===== src/rtl/execute_data_feeder_if.sv =====
// rtl/execute_data_feeder_if.sv - FIFO read port and packed output stream of the execute data feeder
interface execute_data_feeder_if #(
    parameter int WIDTH  = 32,
    parameter int SCALER = 2
) ();
    logic                    fifo_rd_en;
    logic [WIDTH-1:0]        fifo_dout;
    logic                    fifo_empty;
    logic [WIDTH*SCALER-1:0] out_data;
    logic                    out_valid;
    logic                    out_ready;
    logic                    out_last;

    modport master (
        output fifo_rd_en,
        input  fifo_dout,
        input  fifo_empty,
        output out_data,
        output out_valid,
        input  out_ready,
        output out_last
    );

    modport slave (
        input  fifo_rd_en,
        output fifo_dout,
        output fifo_empty,
        input  out_data,
        input  out_valid,
        output out_ready,
        input  out_last
    );
endinterface


===== src/rtl/execute_data_feeder.sv =====
// rtl/execute_data_feeder.sv - drains the execute data FIFO, packs SCALER words per beat, streams a counted burst
module execute_data_feeder #(
    parameter int WIDTH  = 32,
    parameter int SCALER = 2,
    parameter int LEN_W  = 16
) (
    input  logic                 clk,
    input  logic                 rst_n,
    input  logic                 start,
    input  logic [LEN_W-1:0]     burst_len,
    output logic                 busy,
    output logic                 done,
    execute_data_feeder_if.master bus
);
    localparam int CNT_W = $clog2(SCALER + 1);
    localparam int WL_W  = LEN_W + $clog2(SCALER) + 1;
    localparam int BW    = WIDTH * SCALER;

    typedef enum logic [1:0] {
        IDLE = 2'd0,
        RUN  = 2'd1,
        DONE = 2'd2
    } state_t;

    state_t            state;
    state_t            state_nxt;
    logic [WL_W-1:0]   words_left;
    logic [LEN_W-1:0]  beats_left;
    logic [CNT_W-1:0]  reserved;
    logic [CNT_W-1:0]  landed;
    logic              rd_en_d;
    logic [BW-1:0]     pack;
    logic [BW-1:0]     data_q;
    logic              valid_q;
    logic              last_q;
    logic              pack_xfer;
    logic              rd_en;
    logic              out_hs;

    assign out_hs    = valid_q && bus.out_ready;
    assign pack_xfer = (state == RUN) && (landed == CNT_W'(SCALER)) && (!valid_q || bus.out_ready);

    // A slot is reserved at issue time, so a word still in flight always has a place to land.
    assign rd_en = (state == RUN) && !bus.fifo_empty && (words_left != '0)
                && ((reserved < CNT_W'(SCALER)) || pack_xfer);

    assign bus.fifo_rd_en = rd_en;
    assign bus.out_data   = data_q;
    assign bus.out_valid  = valid_q;
    assign bus.out_last   = last_q;
    assign busy           = (state != IDLE);
    assign done           = (state == DONE);

    always_ff @(posedge clk or negedge rst_n) begin
        if (!rst_n) begin
            state <= IDLE;
        end else begin
            state <= state_nxt;
        end
    end

    always_comb begin
        state_nxt = state;
        case (state)
            IDLE: begin
                if (start) begin
                    state_nxt = (burst_len == '0) ? DONE : RUN;
                end
            end
            RUN: begin
                if (out_hs && last_q) begin
                    state_nxt = DONE;
                end
            end
            DONE:    state_nxt = IDLE;
            default: state_nxt = IDLE;
        endcase
    end

    always_ff @(posedge clk or negedge rst_n) begin
        if (!rst_n) begin
            words_left <= '0;
            beats_left <= '0;
            reserved   <= '0;
            landed     <= '0;
            rd_en_d    <= 1'b0;
            pack       <= '0;
            data_q     <= '0;
            valid_q    <= 1'b0;
            last_q     <= 1'b0;
        end else begin
            rd_en_d <= rd_en;

            if ((state == IDLE) && start) begin
                words_left <= WL_W'(burst_len) * WL_W'(SCALER);
            end else if (rd_en) begin
                words_left <= words_left - WL_W'(1);
            end

            if (pack_xfer) begin
                reserved <= rd_en ? CNT_W'(1) : '0;
            end else if (rd_en) begin
                reserved <= reserved + CNT_W'(1);
            end

            // The issuing word is counted in reserved; it bumps landed only once it arrives.
            if (pack_xfer) begin
                landed <= '0;
            end else if (rd_en_d) begin
                landed <= landed + CNT_W'(1);
            end

            for (int k = 0; k < SCALER; k++) begin
                if (rd_en_d && (landed == CNT_W'(k))) begin
                    pack[k*WIDTH +: WIDTH] <= bus.fifo_dout;
                end
            end

            if ((state == IDLE) && start) begin
                beats_left <= burst_len;
            end else if (pack_xfer) begin
                beats_left <= beats_left - LEN_W'(1);
            end

            if (pack_xfer) begin
                data_q  <= pack;
                valid_q <= 1'b1;
                last_q  <= (beats_left == LEN_W'(1));
            end else if (out_hs) begin
                valid_q <= 1'b0;
                last_q  <= 1'b0;
            end
        end
    end
endmodule

===== src/flat_wrapper.sv =====
// flat-port wrapper written by rule: the top's interface ports become plain ports
module execute_data_feeder_flat 
#(
    parameter int WIDTH  = 32,
    parameter int SCALER = 2,
    parameter int LEN_W  = 16
)
  (clk, rst_n, start, burst_len, busy, done, bus_fifo_rd_en, bus_fifo_dout, bus_fifo_empty, bus_out_data, bus_out_valid, bus_out_ready, bus_out_last);
  execute_data_feeder_if #(.WIDTH(WIDTH), .SCALER(SCALER)) bus_i ();
  input  logic clk;
  input  logic rst_n;
  input  logic start;
  input  logic [LEN_W-1:0] burst_len;
  output logic busy;
  output logic done;
  output wire logic [$bits(bus_i.fifo_rd_en)-1:0] bus_fifo_rd_en;
  input wire logic [$bits(bus_i.fifo_dout)-1:0] bus_fifo_dout;
  input wire logic [$bits(bus_i.fifo_empty)-1:0] bus_fifo_empty;
  output wire logic [$bits(bus_i.out_data)-1:0] bus_out_data;
  output wire logic [$bits(bus_i.out_valid)-1:0] bus_out_valid;
  input wire logic [$bits(bus_i.out_ready)-1:0] bus_out_ready;
  output wire logic [$bits(bus_i.out_last)-1:0] bus_out_last;
  assign bus_fifo_rd_en = bus_i.fifo_rd_en;
  assign bus_i.fifo_dout = bus_fifo_dout;
  assign bus_i.fifo_empty = bus_fifo_empty;
  assign bus_out_data = bus_i.out_data;
  assign bus_out_valid = bus_i.out_valid;
  assign bus_i.out_ready = bus_out_ready;
  assign bus_out_last = bus_i.out_last;
  execute_data_feeder #(.WIDTH(WIDTH), .SCALER(SCALER), .LEN_W(LEN_W)) u_core (.clk(clk), .rst_n(rst_n), .start(start), .burst_len(burst_len), .busy(busy), .done(done), .bus(bus_i));
endmodule

===== config.mk =====
export PLATFORM = sky130hd
export DESIGN_NAME = execute_data_feeder_flat
export DESIGN_NICKNAME = d
export VERILOG_FILES = /design/src/rtl/execute_data_feeder_if.sv /design/src/rtl/execute_data_feeder.sv /design/src/flat_wrapper.sv
export SDC_FILE = /design/constraint.sdc
export NUM_CORES = 1
export LEC_CHECK = 0
export BUFFER_PORTS_ARGS = -buffer_cell sky130_fd_sc_hd__buf_2
export CELL_PAD_IN_SITES_DETAIL_PLACEMENT = 1
export CELL_PAD_IN_SITES_GLOBAL_PLACEMENT = 2
export CORE_MARGIN = 2
export CORE_UTILIZATION = 29
export DETAILED_ROUTE_END_ITERATION = 6
export MAX_ROUTING_LAYER = met4
export PLACE_DENSITY_LB_ADDON = 0.25
export SETUP_SLACK_MARGIN = 0.15
export SLEW_MARGIN = 20
export SYNTH_ARGS = -nofsm -noshare
export SYNTH_HDL_FRONTEND = slang
export SYNTH_SLANG_ARGS = --single-unit

===== constraint.sdc =====
create_clock -name clk -period 2.57 [get_ports clk]
set_input_delay 0.1285 -clock clk [delete_from_list [all_inputs] [get_ports clk]]
set_output_delay 0.1285 -clock clk [all_outputs]
set_load 0.02 [all_outputs]

# --- Word level (Yosys, flattened, before mapping) ---
# Index checks and enable logic that the tools add are counted.
op_classes:
  addsub: 4
  n_mul: 0
  div: 0
  n_lt_le_gt_ge: 1
  eq_ne: 7
  n_shift: 0
  muxes: 16
  n_bitwise: 0
  n_reduce_logical: 25
op_table:
  columns: ["cell", "n"]
  rows:
  - ["two-way mux 18 bit", 2]
  - ["two-way mux 16 bit", 2]
  - ["nonzero test 18 bit", 1]
  - ["subtractor 18 x 1 -> 18 bit (second input constant)", 1]
  - ["== test 16 x 1 -> 1 bit (second input constant)", 1]
  - ["zero test 16 bit", 1]
  - ["subtractor 16 x 1 -> 16 bit (second input constant)", 1]
  - ["two-way mux 2 bit", 7]
  - ["nonzero test 2 bit", 6]
  - ["logical AND 1 bit", 10]
  - ["adder 2 x 1 -> 2 bit (second input constant)", 2]
  - ["== test 2 x 1 -> 1 bit (second input constant)", 2]
  - ["== test 2 bit (second input constant)", 2]
  - ["zero test 2 bit", 2]
  - ["two-way mux 1 bit", 4]
  - ["!= test 2 bit (second input constant)", 2]
  - ["one-hot mux 2 bit (2 select lines)", 1]
  - ["zero test 1 bit", 2]
  - ["logical OR 1 bit", 2]
  - ["< comparator 2 bit (second input constant)", 1]
  - ["AND reduction 2 bit", 1]
totals:
  register_bits: 171
  latchBits: 0
  mem_bits_rw: 0
  romBits: 0
  in_bits: 53
  output_inout_bits: 69
  n_memories: 0

# --- Depth between registers and ports, before layout ---
# Gate-level depths: netlist of the first run.
depth:
  ltp_word: 7
  ltp_mapped: 10
  mapped_depth_nobuf: 9

# --- Worst setup path before layout of the first run ---
# No wires, ideal clock.
synth_path:
  path_kind: "flip-flop to flip-flop"
  startpoint: "reg u_core.beats_left[5]"
  endpoint: "reg u_core.beats_left[15]"
  setup_time_ps: 131
  t_arrival_ps: 2209
  t_required_ps: 2439
  path_slack_ps: 230
  path_stages_with_launch: 9
  path_buffers: 2
  path_cell_list: "dfrtp_1 > or3_1 > buf_2 > or3_1 > buf_2 > or3_4 > or4_1 > nand3_1 > o211ai_1"
synth_via:
  elab_chain_len: 3
synth_rtl:
  columns: ["element", "line", "text"]
  rows:
  - ["start: declaration", "execute_data_feeder.sv:28", "logic [LEN_W-1:0] beats_left;"]
  - ["start signal: assignment", "execute_data_feeder.sv:120", "beats_left <= burst_len;"]
  - ["start signal: assignment", "execute_data_feeder.sv:122", "beats_left <= beats_left - LEN_W'(1);"]
  - ["subtractor 16 x 1 -> 16 bit", "execute_data_feeder.sv:122", null]
  - ["two-way mux 16 bit", "execute_data_feeder.sv:121", "end else if (pack_xfer) begin"]
  - ["two-way mux 16 bit", "execute_data_feeder.sv:119", "if ((state == IDLE) && start) begin"]
# No other way between the ends. The select of a mux whose other input is x is not followed.
# A chain may end at the register's enable or synchronous reset.

# --- Final worst setup path of the first run ---
layout_path:
  startpoint: "reg u_core.words_left[12]"
  endpoint: "reg u_core.words_left[16]"
layout_via:
  elab_chain_len: 4
  elab_cells_between_ends: 7
  cone_classes: "1 x add/sub; 2 x mux; 4 x reduce/logical"
layout_rtl:
  columns: ["element", "line", "text"]
  rows:
  - ["start: declaration", "execute_data_feeder.sv:27", "logic [WL_W-1:0] words_left;"]
  - ["start signal: assignment", "execute_data_feeder.sv:95", "words_left <= WL_W'(burst_len) * WL_W'(SCALER);"]
  - ["start signal: assignment", "execute_data_feeder.sv:97", "words_left <= words_left - WL_W'(1);"]
  - ["parallel branches: the longest is 4 deep, another holds subtractor 18 x 1 -> 18 bit", null, null]
# Several ways; the timed one is not identified. The select of a mux whose other input is x is not followed.

==> reports/results.md, run 1 <==
| Step | Quantity | Reported |
| --- | --- | --- |
| floorplanning | Initial core utilization | 0.294 |
| critical path | Count of buffer and inverter cells on the critical path | 0 |
| clock network | CTS HTree Levels | 4 |
| sta | Highest clock frequency the design can meet | 0.424 GHz |
| sta | Setup repair after global routing missed its margin | true |
| placement | Final GP Congestion | 0.822 |
| sta | Accumulated negative setup slack | 0 ns |
| placement | I/O Buffers | 121 |
| yosys | Number of synthesized flops with an enable pin | 0 |
| route | Total via count in the routed design | 5722 |
| sta | Period minus WS final | 2.36 ns |
| route | Vias/cell | 4.78 |
| sta | Final setup viols | 0 |
| yosys | Commonest cells in the synthesized netlist | sky130_fd_sc_hd__nand2_1 (232), sky130_fd_sc_hd__dfrtp_1 (171), sky130_fd_sc_hd__mux2_2 (64) |
| yosys | Cell type with the largest total area after synthesis | sky130_fd_sc_hd__dfrtp_1 |
| global routing | Initial antenna violation count | 0 |
| clock network | Clock sinks | 171 |
| critical path | Library cell contributing the largest single delay on the critical path | sky130_fd_sc_hd__or4_4 |
| floorplanning | FP Rows | 57 |
| clock network | Clock root cell | sky130_fd_sc_hd__clkbuf_16 |
| route | Count of unresolved DRC violations after routing | 0 |
| sta | Number of hold-slack violations in the final timing report | 0 |
| critical path | Crit Path Max Fanout | 5 |
| sta | Share of the clock period used by the worst path after layout | 0.918 |
| floorplanning | Die outline area | 25900 sq um |
| power and ir drop | Power per cell area | 1290 nW/um^2 |
| global routing | Largest net degree at the start of global routing | 53 |
| sta | Tightest slew margin relative to the limit | 0.596 |
| global routing | Total GRT Usage | 0.174 |
| final layout | Utilization after layout | 0.388 |
| global routing | Peak-usage layer in the global routing report | met2 |
| floorplanning | Core Region | 24200 sq um |
| yosys | Gate Count Post-Synth | 674 |
| yosys | Share of the synthesized area in the top cell type | 0.600 |
| yosys | Area contributors post-synth | sky130_fd_sc_hd__dfrtp_1 (60%), sky130_fd_sc_hd__nand2_1 (12%), sky130_fd_sc_hd__mux2_2 (10%), sky130_fd_sc_hd__a221o_1 (1.3%), sky130_fd_sc_hd__o21ai_0 (1.2%) |
| critical path | Worst setup SP type | register |
| critical path | Category of the worst setup path capture point | register |
| global routing | First-pass GRT wire length | 34.5 mm |
| status | Result of the run | completed |
| min path | Type of the most critical hold path | primary input to register |
| route | Average wire per cell in the routed design | 17.3 microns |
| critical path | Arr. time, crit path | 2.65 ns |
| route | Iteration count of the initial detailed-routing pass | 4 |
| placement | Final HPWL DP | 14.1 mm |
| sta | Setup WS post-layout | 0.212 ns |
| power and ir drop | Peak supply drop | 0.486 mV |
| global routing | Number of global-route vias before repair | 6409 |
| floorplanning | DIE HEIGHT | 161 microns |
| sta | Tightest Pin Transition | 0.606 ns |
| yosys | Synth Cell Area | 7130 sq um |
| global routing | GR Layer Usage met3 | 0.0390 |
| floorplanning | Number of top-level pins | 122 |
| yosys | Part of the Yosys area used for sequential elements | 0.600 |
| flow run | Max-cap violations | 0 |
| global routing | Remaining global-route overflow | 0 |
| critical path | Data required time at the worst endpoint | 2.87 ns |
| critical path | Slowest Stage Delay on Critical Path | 0.44 ns |
| final layout | Number of antenna diodes | 0 |
| route | Routed WL | 20.8 mm |
| yosys | Most common flop cell mapped by yosys | sky130_fd_sc_hd__dfrtp_1 |
| yosys | Dominant cell by count in the synthesized netlist | sky130_fd_sc_hd__nand2_1 |
| final layout | Area taken by multi-input logic gates | 2760 sq um |
| critical path | Crit-path cells | or3_4, or2_2, or4_1, or4_4, o211ai_1, o311ai_1 |
| clock network | CTS tree | done |
| power and ir drop | Overall power consumption | 12.1 mW |
| power and ir drop | LEAKAGE | 4.53 nW |
| yosys | Share of flip-flops with an asynchronous set or reset | 1.00 |
| yosys | Avg Synthesized Cell Area | 10.6 sq um |
| sta | Worst setup skew after layout | 0.0144 ns |
| final layout | Final nets | 920 |
| clock network | Clock-pin slew reported for the worst setup and hold paths after clock tree synthesis | 0.09 ns |
| global routing | Met2 track utilization from global routing | 0.291 |
| critical path | Kind of critical path | register to register |
| final layout | FF/Latch Area | 4280 sq um |
| critical path | Critical path's top delay family | simple AND/OR/NAND/NOR gates |
| yosys | Nets in the synthesized netlist | 733 |
| global routing | Met1 layer usage reported by global route | 0.214 |
| final layout | Filler Cell Count | 2753 |
| route | Count of routing violations after the opening detailed-route iteration | 191 |
| yosys | Number of different library cells in the post-synthesis netlist | 42 |
| final layout | Area growth from synthesis to layout | 32.1% |
| clock network | Clock Path Buffers | 2 |
| yosys | Number of flip-flops and latches in the synthesized netlist | 171 |
| clock network | Worst-Skew Late Latency | 0.43 ns |
| clock network | Number of buffers added by the clock tree synthesis step | 17 |
| placement | Worst slack after detailed placement | 0.110 ns |
| route | Final ANT Viol Nets | 0 |
| yosys | Synth Warn # | 0 |
| final layout | Fraction of final layout cells sized beyond drive strength 1 | 0.312 |
| sta | Final max-slew violation count | 0 |
| floorplanning | Die width | 161 microns |
[final cells by class]
| type | count | area share |
|---|---|---|
| tap | 324 | 0.0430 |
| inverter | 11 | 0.00438 |
| clock inverter | 15 | 0.0187 |
| sequential | 171 | 0.454 |
| timing repair buffer | 200 | 0.141 |
| clock buffer | 17 | 0.0452 |
| multi-input combinational | 460 | 0.293 |
[cells by family (layout without fill, tap and decap cells)]
group	Yosys count	after routing	share of synthesized area
compound gates	72	72	0.0727
mux	65	65	0.102
simple gates	314	314	0.187
xor+xnor	3	3	0.00369
fa+ha+maj	6	6	0.0105
flops	171	171	0.600
buf+inv	43	243	0.0233
[worst paths after layout]
kind,start,endpoint,slack [ns],depth (start not counted)
hold reg to reg,u_core.pack[16]$_DFFE_PN0P_,u_core.bus.out_data[16]$_DFFE_PN0P_,0.47,2
hold / removal,burst_len[14],u_core.beats_left[14]$_DFFE_PN0P_,0.02,3
setup / recovery,u_core.words_left[12]$_DFFE_PN0P_,u_core.words_left[16]$_DFFE_PN0P_,0.21,6
max in group asynchronous,rst_n,u_core.beats_left[11]$_DFFE_PN0P_,1.53,3
setup reg to reg,u_core.words_left[12]$_DFFE_PN0P_,u_core.words_left[16]$_DFFE_PN0P_,0.21,6
min in group asynchronous,rst_n,u_core.beats_left[5]$_DFFE_PN0P_,0.23,2
[report_power, final]
part | internal [mW] | switching, mW | leakage (nW)
clock | 1.32 | 1.31 | 0.286
combinational | 1.98 | 2.69 | 2.16
sequential | 3.99 | 0.832 | 2.09
[state kept, by name, summed over array words and instances, names as in the netlist, 2 cells and up]
name,flops
u_core.beats_left,16
u_core.bus.out_data,64
u_core.landed,2
u_core.pack,64
u_core.reserved,2
u_core.state,2
u_core.words_left,18
[worst register-to-register path: stages, from the launching register on]
cell and delay, ns:
sky130_fd_sc_hd__dfrtp_1 0.43, sky130_fd_sc_hd__or3_4 0.35, sky130_fd_sc_hd__or2_2 0.30, sky130_fd_sc_hd__or4_1 0.42, sky130_fd_sc_hd__or4_4 0.44, sky130_fd_sc_hd__o211ai_1 0.17, sky130_fd_sc_hd__o311ai_1 0.12
[metrics by stage]
step / area (sq um) / cells / hold slack (ns)
floorplan: 7130 / 674 / -0.167
finish: 9420 / 1198 / 0.0161
CTS: 9350 / 1195 / 0.00392
global route: 9420 / 1198 / 0.0217
detailed placement: 8280 / 1118 / 0.132
global placement: 8280 / 1118 / 0.123
[metal layers]
layer / up-vias / part of all wire
met3: 22 / 0.039
met1: 2936 / 0.45
met2: 98 / 0.50
li1: 2666 / -
met5: - / 0
met4: 0 / 0.013
[repair_timing]
action	in CTS	in global routing
buffers inserted	3	3
resized for setup	5	12
setup endpoints to repair	7	6
pin swaps	0	1
hold buffers	42	0
hold endpoints to repair	124	0
[placed cells by master, fill, tap and decap left out, drive strengths merged, types with 3 or more instances in the layout]
cell and count:
nand2 232, dfrtp 171, buf 158, mux2 64, dlygate4sd3 42, nor2 19, o21ai 17, clkbuf 17
inv 17, nand3 13, o211ai 11, nor4 11, or3 11, a21oi 10, a221o 9, o311ai 9
nor3 7, clkinv 7, or4 6, ha 6, xnor2 3, o41ai 3, a21o 3, nor2b 3
or2 3, nand2b 3
No activity file was read; power rests on OpenSTA's default activity.
==> run 2: changes to the inputs <==
--- a/config.mk
+++ b/config.mk
@@ -9,11 +9,12 @@
 export CELL_PAD_IN_SITES_DETAIL_PLACEMENT = 1
 export CELL_PAD_IN_SITES_GLOBAL_PLACEMENT = 2
 export CORE_MARGIN = 2
-export CORE_UTILIZATION = 29
+export CORE_UTILIZATION = 36
 export DETAILED_ROUTE_END_ITERATION = 6
 export MAX_ROUTING_LAYER = met4
 export PLACE_DENSITY_LB_ADDON = 0.25
 export SETUP_SLACK_MARGIN = 0.15
+export SKIP_LAST_GASP = 1
 export SLEW_MARGIN = 20
 export SYNTH_ARGS = -nofsm -noshare
 export SYNTH_HDL_FRONTEND = slang
==> run 2 against run 1 <==
Compared with the run above: combinational power about the same; global-route usage grew 3.4 points; via count grew 0.73%; critical path depth up 4; worst setup slack got worse by 0.031 ns; worst hold slack improved by 0.0096 ns; clock-buffer cell count is 2 higher; largest cell class unchanged.
==> reports/results.md, run 2 (synthesized netlist as in run 1, its figures left out) <==
| Step | Quantity | Reported | Change |
| --- | --- | --- | --- |
| status | Result of the run | completed | unchanged |
| clock network | Number of buffers added by the clock tree synthesis step | 17 | unchanged |
| power and ir drop | Combinational share of power | 0.387 | was 0.386 |
| route | Count of routing violations after the opening detailed-route iteration | 220 | was 191 |
| power and ir drop | Power per cell area | 1300 nW/um^2 | was 1290 nW/um^2 |
| power and ir drop | Peak supply drop | 0.582 mV | was 0.486 mV |
| critical path | Startpoint of the worst register-to-register path | u_core.words_left[1]$_DFFE_PN0P_ | was u_core.words_left[12]$_DFFE_PN0P_ |
| route | Final ANT Viol Nets | 0 | unchanged |
| final layout | Most common cell after layout, fill and taps aside | sky130_fd_sc_hd__nand2_1 | unchanged |
| critical path | R2r setup slk | 0.18 ns | was 0.21 ns |
| sta | Highest clock frequency the design can meet | 0.418 GHz | was 0.424 GHz |
| placement | Final HPWL DP | 13.2 mm | was 14.1 mm |
| clock network | Clock root cell | sky130_fd_sc_hd__clkbuf_16 | unchanged |
| sta | Accumulated negative setup slack | 0 ns | unchanged |
| route | Count of unresolved DRC violations after routing | 0 | unchanged |
| power and ir drop | Overall power consumption | 12.1 mW | about the same |
| sta | Tightest Pin Transition | 0.665 ns | was 0.606 ns |
| clock network | Clock sinks | 171 | unchanged |
| global routing | Total GRT Usage | 0.208 | was 0.174 |
| clock network | Clock Path Buffers | 2 | unchanged |
| sta | Share of the clock period used by the worst path after layout | 0.930 | was 0.918 |
| flow run | Max-cap violations | 0 | unchanged |
| sta | Setup repair after global routing missed its margin | true | unchanged |
| global routing | Number of global-route vias before repair | 6295 | was 6409 |
| route | Vias/cell | 5.11 | was 4.78 |
| global routing | Remaining global-route overflow | 0 | unchanged |
| min path | Type of the most critical hold path | primary input to register | unchanged |
| route | Iteration count of the initial detailed-routing pass | 4 | unchanged |
| clock network | Worst-Skew Late Latency | 0.44 ns | was 0.43 ns |
| floorplanning | Core Region | 19500 sq um | was 24200 sq um |
| power and ir drop | Fraction of power consumed by the clock network | 0.217 | was 0.216 |
| final layout | Final nets | 910 | was 920 |
| floorplanning | Die outline area | 20900 sq um | was 25900 sq um |
| sta | Worst setup skew after layout | 0.0104 ns | was 0.0144 ns |
| sta | Number of hold-slack violations in the final timing report | 0 | unchanged |
| floorplanning | Initial core utilization | 0.366 | was 0.294 |
| critical path | Data required time at the worst endpoint | 2.86 ns | was 2.87 ns |
| critical path | Arr. time, crit path | 2.68 ns | was 2.65 ns |
| clock network | CTS tree | done | unchanged |
| power and ir drop | Pint | 7.39 mW | was 7.28 mW |
| critical path | Category of the worst setup path capture point | register | unchanged |
| global routing | Initial antenna violation count | 0 | unchanged |
| clock network | Clock-pin slew reported for the worst setup and hold paths after clock tree synthesis | 0.07 ns | was 0.09 ns |
| route | Total via count in the routed design | 5764 | was 5722 |
| power and ir drop | Switch share | 0.392 | was 0.399 |
| floorplanning | DIE HEIGHT | 145 microns | was 161 microns |
| critical path | Crit Path Max Fanout | 5 | unchanged |
| power and ir drop | LEAKAGE | 4.50 nW | was 4.53 nW |
| sta | Final setup viols | 0 | unchanged |
| final layout | Number of antenna diodes | 0 | unchanged |
| clock network | CTS HTree Levels | 4 | unchanged |
| min path | Startpoint of the most critical hold path | burst_len[11] | was burst_len[14] |
| sta | Tightest slew margin relative to the limit | 0.557 | was 0.596 |
| floorplanning | Die width | 145 microns | was 161 microns |
| final layout | Fraction of final layout cells sized beyond drive strength 1 | 0.307 | was 0.312 |
| global routing | First-pass GRT wire length | 32.4 mm | was 34.5 mm |
| sta | Period minus WS final | 2.39 ns | was 2.36 ns |
| sta | Final max-slew violation count | 0 | unchanged |
| placement | Final GP Congestion | 0.789 | was 0.822 |
| power and ir drop | Net switching power figure | 4.75 mW | was 4.83 mW |
| power and ir drop | Share of total power in sequential cells | 0.396 | was 0.398 |
| placement | I/O Buffers | 121 | unchanged |
| critical path | Worst setup SP type | register | unchanged |
| route | Routed WL | 20.2 mm | was 20.8 mm |
| final layout | Filler Cell Count | 2186 | was 2753 |
| final layout | Most used cells in the layout excluding fill and tap cells | sky130_fd_sc_hd__nand2_1 (230), sky130_fd_sc_hd__dfrtp_1 (171), sky130_fd_sc_hd__buf_2 (119), sky130_fd_sc_hd__mux2_2 (64), sky130_fd_sc_hd__dlygate4sd3_1 (43) | was sky130_fd_sc_hd__nand2_1 (230), sky130_fd_sc_hd__dfrtp_1 (171), sky130_fd_sc_hd__buf_2 (119), sky130_fd_sc_hd__mux2_2 (64), sky130_fd_sc_hd__dlygate4sd3_1 (42) |
| global routing | Largest net degree at the start of global routing | 71 | was 53 |
| route | Average wire per cell in the routed design | 17.9 microns | was 17.3 microns |
| floorplanning | Number of top-level pins | 122 | unchanged |
| critical path | Kind of critical path | register to register | unchanged |
| final layout | Area growth from synthesis to layout | 30.6% | was 32.1% |
| floorplanning | FP Rows | 51 | was 57 |
| critical path | Crit path launch | u_core.words_left[1]$_DFFE_PN0P_ | was u_core.words_left[12]$_DFFE_PN0P_ |
[run 2: cell count changes in the layout (fill, tap and decap cells not counted), sizes merged]
cell         change
buf             -11
clkinv           -5
clkbuf           +2
inv              +2
bufinv           +1
dlygate4sd3      +1
[run 2: area by class of cell]
class                   instances  area [sq um]  share of cell area
flip-flops and latches        171          4280               0.459
multi-input cells             460          2770               0.298
repair buffers                190          1280               0.138
clock buffers                  19           453              0.0486
well taps                     265           332              0.0356
clock inverters                13           150              0.0161
inverters                      11          41.3             0.00443
[run 2: worst paths after layout]
kind	endpoint	cells after the start
worst max-delay path	u_core.words_left[13]$_DFFE_PN0P_	10
worst min-delay path	u_core.words_left[12]$_DFFE_PN0P_	2
worst max register to register	u_core.words_left[13]$_DFFE_PN0P_	10
worst min register to register	u_core.bus.out_data[46]$_DFFE_PN0P_	2
max in group asynchronous	u_core.pack[14]$_DFFE_PN0P_	3
min in group asynchronous	u_core.words_left[17]$_DFFE_PN0P_	2
[run 2: metrics by stage]
step	hold slack [ns]	setup slack [ns]	area, sq um	util	cells
after detailed placement	0.190	0.0541	8140	0.418	1046
after global routing	0.0147	0.0846	9310	0.478	1129
after global placement	0.173	0.166	8140	0.418	1046
after floorplan	-0.167	0.230	7130	-	674
after CTS	0.00275	0.118	9230	0.474	1124
final	0.0257	0.180	9310	0.478	1129
[run 2: power by group through the flow]
stage,clock network (mW),logic [mW],registers [mW]
after floorplan,0,2.42,5.23
after global placement,0,4.29,4.73
after detailed placement,0,4.49,4.81
after CTS,2.73,4.62,4.79
after global routing,2.82,5.22,4.98
final,2.64,4.70,4.80
[run 2: worst max-delay path: stages (launching register included)]
cell and delay (ns):
sky130_fd_sc_hd__dfrtp_1 0.41, sky130_fd_sc_hd__inv_2 0.10, sky130_fd_sc_hd__ha_4 0.15, sky130_fd_sc_hd__nor3b_4 0.20, sky130_fd_sc_hd__nand3_2 0.12, sky130_fd_sc_hd__buf_4 0.17, sky130_fd_sc_hd__nor3_1 0.34, sky130_fd_sc_hd__buf_4 0.22
sky130_fd_sc_hd__a211oi_1 0.06, sky130_fd_sc_hd__o21ai_0 0.28, sky130_fd_sc_hd__o211ai_1 0.18
[run 2: layer usage]
| metal | part of all wire | global-route usage | routed length (microns) | vias up |
|---|---|---|---|---|
| li1 | - | - | - | 2652 |
| met1 | 0.42 | 0.242 | 8580 | 2972 |
| met2 | 0.52 | 0.360 | 10500 | 110 |
| met3 | 0.039 | 0.0497 | 782 | 30 |
| met4 | 0.015 | 0.0649 | 312 | 0 |
| met5 | 0 | - | 0 | - |
[run 2: what timing repair did]
item | in CTS | in global routing
setup endpoints to repair | 13 | 13
cloned | 0 | 0
endpoints found under the hold margin | 140 | 0
pin swaps | 0 | 4
setup buffers | 3 | 5
hold buffers | 43 | 0
gates resized for setup | 9 | 13
